`config.mk`:
```
export PLATFORM = sky130hd
export DESIGN_NAME = map_bram_sdp
export DESIGN_NICKNAME = d
export VERILOG_FILES = /design/src/rtl/map_bram_sdp.sv
export SDC_FILE = /design/constraint.sdc
export NUM_CORES = 1
export LEC_CHECK = 0
export ABC_AREA = 0
export ABC_CLOCK_PERIOD_IN_PS = 3200
export CORE_MARGIN = 4
export CORE_UTILIZATION = 45
export CTS_CLUSTER_SIZE = 8
export DETAILED_ROUTE_END_ITERATION = 10
export PLACE_DENSITY = 0.64
export SETUP_SLACK_MARGIN = 0.5
export SYNTH_ARGS = -nofsm -noshare
export SYNTH_HDL_FRONTEND = slang
export SYNTH_SLANG_ARGS = --single-unit
export TNS_END_PERCENT = 5
```
`constraint.sdc`:
```
create_clock -name i_clk -period 3.2 [get_ports i_clk]
set_clock_uncertainty 0.2 [all_clocks]
set_input_delay 0.64 -clock i_clk [delete_from_list [all_inputs] [get_ports i_clk]]
set_output_delay 0.64 -clock i_clk [all_outputs]
set_load 0.005 [all_outputs]
```
`src/rtl/map_bram_sdp.sv`:
```
// map_bram_sdp: parametrised simple-dual-port RAM for the mapper datapath.
// The write side takes byte-enabled writes from the key/value engines. The read side
// serves the reducer fetch logic with a 1- or 2-cycle latency and a read-valid pulse.
// When a read and a write hit the same address on the same edge, the read sees the new data.
// After reset, an optional sweep writes C_CLEAR_VAL into every entry before o_ready rises.

module map_bram_sdp #(
  parameter int                 C_WIDTH        = 32,
  parameter int                 C_LOG_DEPTH    = 4,
  parameter int                 C_OUT_REG      = 0,
  parameter int                 C_CLEAR_ON_RST = 1,
  parameter logic [C_WIDTH-1:0] C_CLEAR_VAL    = '0
) (
  input  logic                     i_clk,
  input  logic                     i_rst,
  input  logic [C_LOG_DEPTH-1:0]   i_waddr,
  input  logic                     i_wen,
  input  logic [C_WIDTH/8-1:0]     i_wbe,
  input  logic [C_WIDTH-1:0]       i_wdata,
  input  logic [C_LOG_DEPTH-1:0]   i_raddr,
  input  logic                     i_ce,
  output logic [C_WIDTH-1:0]       o_rdata,
  output logic                     o_rvalid,
  output logic                     o_ready
);

  localparam int C_DEPTH = 1 << C_LOG_DEPTH;
  localparam int C_LANES = C_WIDTH / 8;
  localparam logic [C_LOG_DEPTH-1:0] LAST_ADDR = '1;

  // Byte lanes only make sense for whole bytes, so refuse to elaborate otherwise.
  if ((C_WIDTH % 8 != 0) || (C_WIDTH < 8)) begin : g_width_check
    $error("map_bram_sdp: C_WIDTH (%0d) must be a non-zero multiple of 8", C_WIDTH);
  end

  typedef enum logic {
    S_CLEAR,
    S_RUN
  } state_t;

  state_t                   state;
  logic [C_LOG_DEPTH-1:0]   sweep_addr;
  logic [C_WIDTH-1:0]       mem [C_DEPTH];
  logic                     wr_fire;
  logic                     rd_fire;
  logic                     sweep_fire;
  logic [C_WIDTH-1:0]       rd_word;

  // User traffic is only honoured once the RAM is ready and not held in reset.
  assign wr_fire    = o_ready & i_wen & ~i_rst;
  assign rd_fire    = o_ready & i_ce & ~i_rst;
  assign sweep_fire = (state == S_CLEAR) & ~i_rst;

  // Sequencer: after reset, sweep every address once, then serve traffic until the next reset.
  always_ff @(posedge i_clk) begin
    if (i_rst) begin
      sweep_addr <= '0;
      if (C_CLEAR_ON_RST != 0) begin
        state   <= S_CLEAR;
        o_ready <= 1'b0;
      end else begin
        state   <= S_RUN;
        o_ready <= 1'b1;
      end
    end else begin
      unique case (state)
        S_CLEAR: begin
          sweep_addr <= sweep_addr + C_LOG_DEPTH'(1);
          if (sweep_addr == LAST_ADDR) begin
            state   <= S_RUN;
            o_ready <= 1'b1;
          end
        end
        S_RUN: begin
          o_ready <= 1'b1;
        end
      endcase
    end
  end

  // Single write port: clear-sweep writes take priority, otherwise byte-masked user writes.
  always_ff @(posedge i_clk) begin
    if (sweep_fire) begin
      mem[sweep_addr] <= C_CLEAR_VAL;
    end else if (wr_fire) begin
      for (int k = 0; k < C_LANES; k++) begin
        if (i_wbe[k]) begin
          mem[i_waddr][8*k +: 8] <= i_wdata[8*k +: 8];
        end
      end
    end
  end

  // Write-first forwarding: on an address collision, patch the stored word with the enabled incoming lanes.
  always_comb begin
    rd_word = mem[i_raddr];
    for (int k = 0; k < C_LANES; k++) begin
      if (wr_fire && (i_waddr == i_raddr) && i_wbe[k]) begin
        rd_word[8*k +: 8] = i_wdata[8*k +: 8];
      end
    end
  end

  if (C_OUT_REG == 0) begin : g_lat1

    // One-cycle read: capture the (possibly forwarded) word directly into the output register.
    always_ff @(posedge i_clk) begin
      if (i_rst) begin
        o_rvalid <= 1'b0;
        o_rdata  <= '0;
      end else begin
        o_rvalid <= rd_fire;
        if (rd_fire) begin
          o_rdata <= rd_word;
        end
      end
    end

  end else begin : g_lat2

    logic               s1_valid;
    logic [C_WIDTH-1:0] s1_data;

    // Two-cycle read: the middle stage decouples RAM output timing, and reset drops any read still in flight.
    always_ff @(posedge i_clk) begin
      if (i_rst) begin
        s1_valid <= 1'b0;
        s1_data  <= '0;
        o_rvalid <= 1'b0;
        o_rdata  <= '0;
      end else begin
        s1_valid <= rd_fire;
        if (rd_fire) begin
          s1_data <= rd_word;
        end
        o_rvalid <= s1_valid;
        if (s1_valid) begin
          o_rdata <= s1_data;
        end
      end
    end

  end

endmodule
```
==> flow_summary.ini <==
[timing]
rsz0062_at_grt = true
worst_pin_slew_ns = 0.600
finalSetupViolCount = 0
min_period_ns = 2.73
final.period_utilization = 0.855
slew_viol_final = 0
fmax_mhz = 366
relSlewSlack = 0.592
setup_tns_ns = 0
finalHoldViolations = 0
finalWorstSetupSlack_ns = 0.465

[placement]
gp_congestion = 0.834
portBuffers = 81
post-dp-hpwl_um = 37000
dp_slack_ns = -0.593

[grt]
grt.total_usage = 0.214
grt_first_pass_wirelength_um = 84800
grt_max_degree = 61
antenna_found_initial = 0
grt_overflow = 0
grt_pass1_vias = 13100

[route]
first_pass_iters = 7
routed-via-count = 12800
viasPerCell = 5.83
wire_per_inst_um = 25.8
drt-total-wl_um = 56600
remaining_drc_errors = 0
drt_iter0_markers = 1441
ant_nets = 0

[layout]
synthToLayoutAreaGrowth_pct = 24.7
multi_input_area_sq_um = 5890
regArea_sq_um = 16200
utilization = 0.568
drive_gt1_frac = 0.291
diodes = 0
nets = 1513
n_fill_cell = 3771

[run_status]
status = completed

[yosys]
synthFlopType = edfxtp_1
yosysSeqAreaShare = 0.722
synthAdderAreaFrac = 0.000559
synth-seq-cells = 551
syn_nets = 1266
yosys.area_share.simple = 0.0483
synth.avg_cell_area_sq_um = 18.4
yosysWarningCount = 0
synth_edf_count = 512
synth_top_family_by_area = multiplexers
synthCells = 1217
synthXorXnorAreaFrac = 0.00274
synth_compound_area_frac = 0.0591
synth.area.mux_share = 0.146
syn_area_sq_um = 22400
ys_types = 47
synth-async-reset-ratio = 0

[die]
die_w_um = 231
die_area_sq_um = 53300
core_sq_um = 49100
rows = 81
chipHeight_um = 231
ios = 82
start_util = 0.456

[worst_setup_path]
worstSetupStartpointType = primary input
critPathCaptureType = register
max_stage_delay_ns = 0.60
crit_top_cell = buf_4
crit_chain = clkdlybuf4s50_1 -> and3b_1 -> buf_4 -> a31oi_1 -> buf_4 -> nand3b_1 -> nor2_2
path_class = primary input to register
critical_path_required_ns = 3.23
worst_path_max_delay_cell = clkdlybuf4s50_1
cp.arrival_ns = 2.76
cp_max_fo = 9

[power]
ir_drop_v = 0.000455
power_leakage_nw = 9.98
power_density_nw_per_um2 = 579

[min_path]
min_path_type = register to register

[flow_run]
max-cap-violations = 0

[clock_network]
cts_max_level = 3
clk_path_buf_depth = 3
cts_buffers = 78
ctsHoldBuffers = 0
ctsRootBufferMaster = clkbuf_16
clock_latency_ns = 0.59
cts_tree = done
clkTransAtPathRegs_ns = 0.05
cts.sinks = 551
==> stage by stage <==
stage	area, sq um	power, mW	instances	hold WS (ns)
2_1_floorplan	22400	8.46	1217	0.353
3_3_place_gp	25500	8.79	2041	0.384
3_5_place_dp	25500	8.80	2041	0.380
4_1_cts	27900	16.3	2190	0.374
5_1_grt	27900	16.7	2190	0.398
6_report	27900	16.1	2190	0.397
==> cell usage in the layout, fill, tap and decap left out, types with 3 or more instances in the layout <==
cell | synthesis | routed
nor2b_1 | 4 | 3
inv_1 | 4 | 4
a21oi_1 | 11 | 11
mux2_2 | 29 | 29
nor3b_1 | 6 | 6
nor2_4 | 0 | 4
o41ai_1 | 28 | 28
nand2b_1 | 32 | 32
nand2_1 | 12 | 12
a222oi_1 | 28 | 28
mux2i_4 | 4 | 6
and3b_1 | 3 | 3
buf_12 | 1 | 51
edfxtp_1 | 512 | 512
nand3_1 | 4 | 4
clkbuf_1 | 48 | 59
nand4b_1 | 5 | 5
dlygate4sd2_1 | 0 | 3
a211oi_1 | 28 | 28
o21ai_1 | 12 | 12
a221oi_1 | 32 | 32
nand3b_1 | 7 | 7
mux2i_1 | 59 | 59
clkdlybuf4s50_1 | 0 | 72
xnor2_1 | 5 | 5
o31ai_1 | 4 | 4
buf_6 | 4 | 4
nor2_2 | 0 | 35
a31oi_1 | 3 | 3
o21ai_0 | 19 | 19
clkbuf_16 | 0 | 78
and2_1 | 37 | 37
buf_4 | 9 | 122
mux4_2 | 99 | 99
and3_1 | 5 | 4
nor2_1 | 77 | 38
inv_6 | 0 | 4
dfxtp_1 | 39 | 39
==> worst paths after layout <==
check | startpoint | depth (start not counted) | endpoint | slack (ns)
max reg2reg | state | 8 | mem[8][13] | 0.74
min | o_rdata[25] | 3 | o_rdata[25] | 0.40
max | i_wen | 7 | mem[15][5] | 0.47
min reg2reg | o_rdata[25] | 3 | o_rdata[25] | 0.40
==> report_power, final <==
| part | internal (mW) | leakage (nW) | switching (mW) | total (mW) |
|---|---|---|---|---|
| combinational | 0.360 | 3.26 | 0.443 | 0.803 |
| clock | 4.56 | 1.06 | 2.89 | 7.46 |
| sequential | 7.86 | 5.66 | 0.0245 | 7.88 |
| total | 12.8 | 9.98 | 3.36 | 16.1 |
==> flip-flops by register name, summed over array words and instances, names as in the netlist <==
| signal | cells |
|---|---|
| mem | 512 |
| o_rdata | 32 |
| o_ready | 1 |
| o_rvalid | 1 |
| state | 1 |
| sweep_addr | 4 |
==> layout make-up <==
| cell class | instances | area share |
|---|---|---|
| sequential | 551 | 0.579 |
| multi-input combinational | 572 | 0.211 |
| timing repair buffer | 257 | 0.0994 |
| clock buffer | 137 | 0.0779 |
| tap | 664 | 0.0298 |
| clock inverter | 5 | 0.00184 |
| inverter | 4 | 0.000538 |
==> Yosys cell counts, drive strengths merged, types with 5 or more instances <==
cell / number / area, sq um
edfxtp: 512 / 15400
mux4: 99 / 2230
nor2: 77 / 289
mux2i: 65 / 708
clkbuf: 48 / 180
buf: 42 / 277
and2: 39 / 244
dfxtp: 39 / 781
a221oi: 32 / 280
nand2b: 32 / 200
o21ai: 31 / 155
mux2: 29 / 327
a211oi: 28 / 210
a222oi: 28 / 280
o41ai: 28 / 245
nand2: 12 / 45.0
a21oi: 11 / 55.1
nand3b: 7 / 52.6
nor3b: 6 / 45.0
and3: 5 / 31.3
nand4b: 5 / 43.8
xnor2: 5 / 43.8
==> cells by family after synthesis <==
group / Yosys count
AO/OA/AOI/OAI: 169
XOR/XNOR: 7
adder cells (fa/ha/maj): 1
buffers and inverters: 94
flip-flops: 551
multiplexers: 193
AND/OR/NAND/NOR: 202
==> critical path: cells and delay by family <==
kind | cells | cell delay, ns
buffers and inverters | 3 | 0.92
AO/OA/AOI/OAI | 1 | 0.11
AND/OR/NAND/NOR | 3 | 1.08
==> what timing repair did <==
action | 4_1_cts | 5_1_grt
buffers inserted | 7 | 0
endpoints found under the setup margin | 734 | 371
pin swaps | 1 | 0
resized for setup | 25 | 8
==> routing by layer <==
metal  wire [um]  part of all wire  track usage
met3        5220             0.092       0.0544
met5           0                 0            0
met2       26800              0.47        0.337
met4        1180             0.021       0.0534
met1       23400              0.41        0.303
Note: power is estimated with default switching activity, not from simulation.
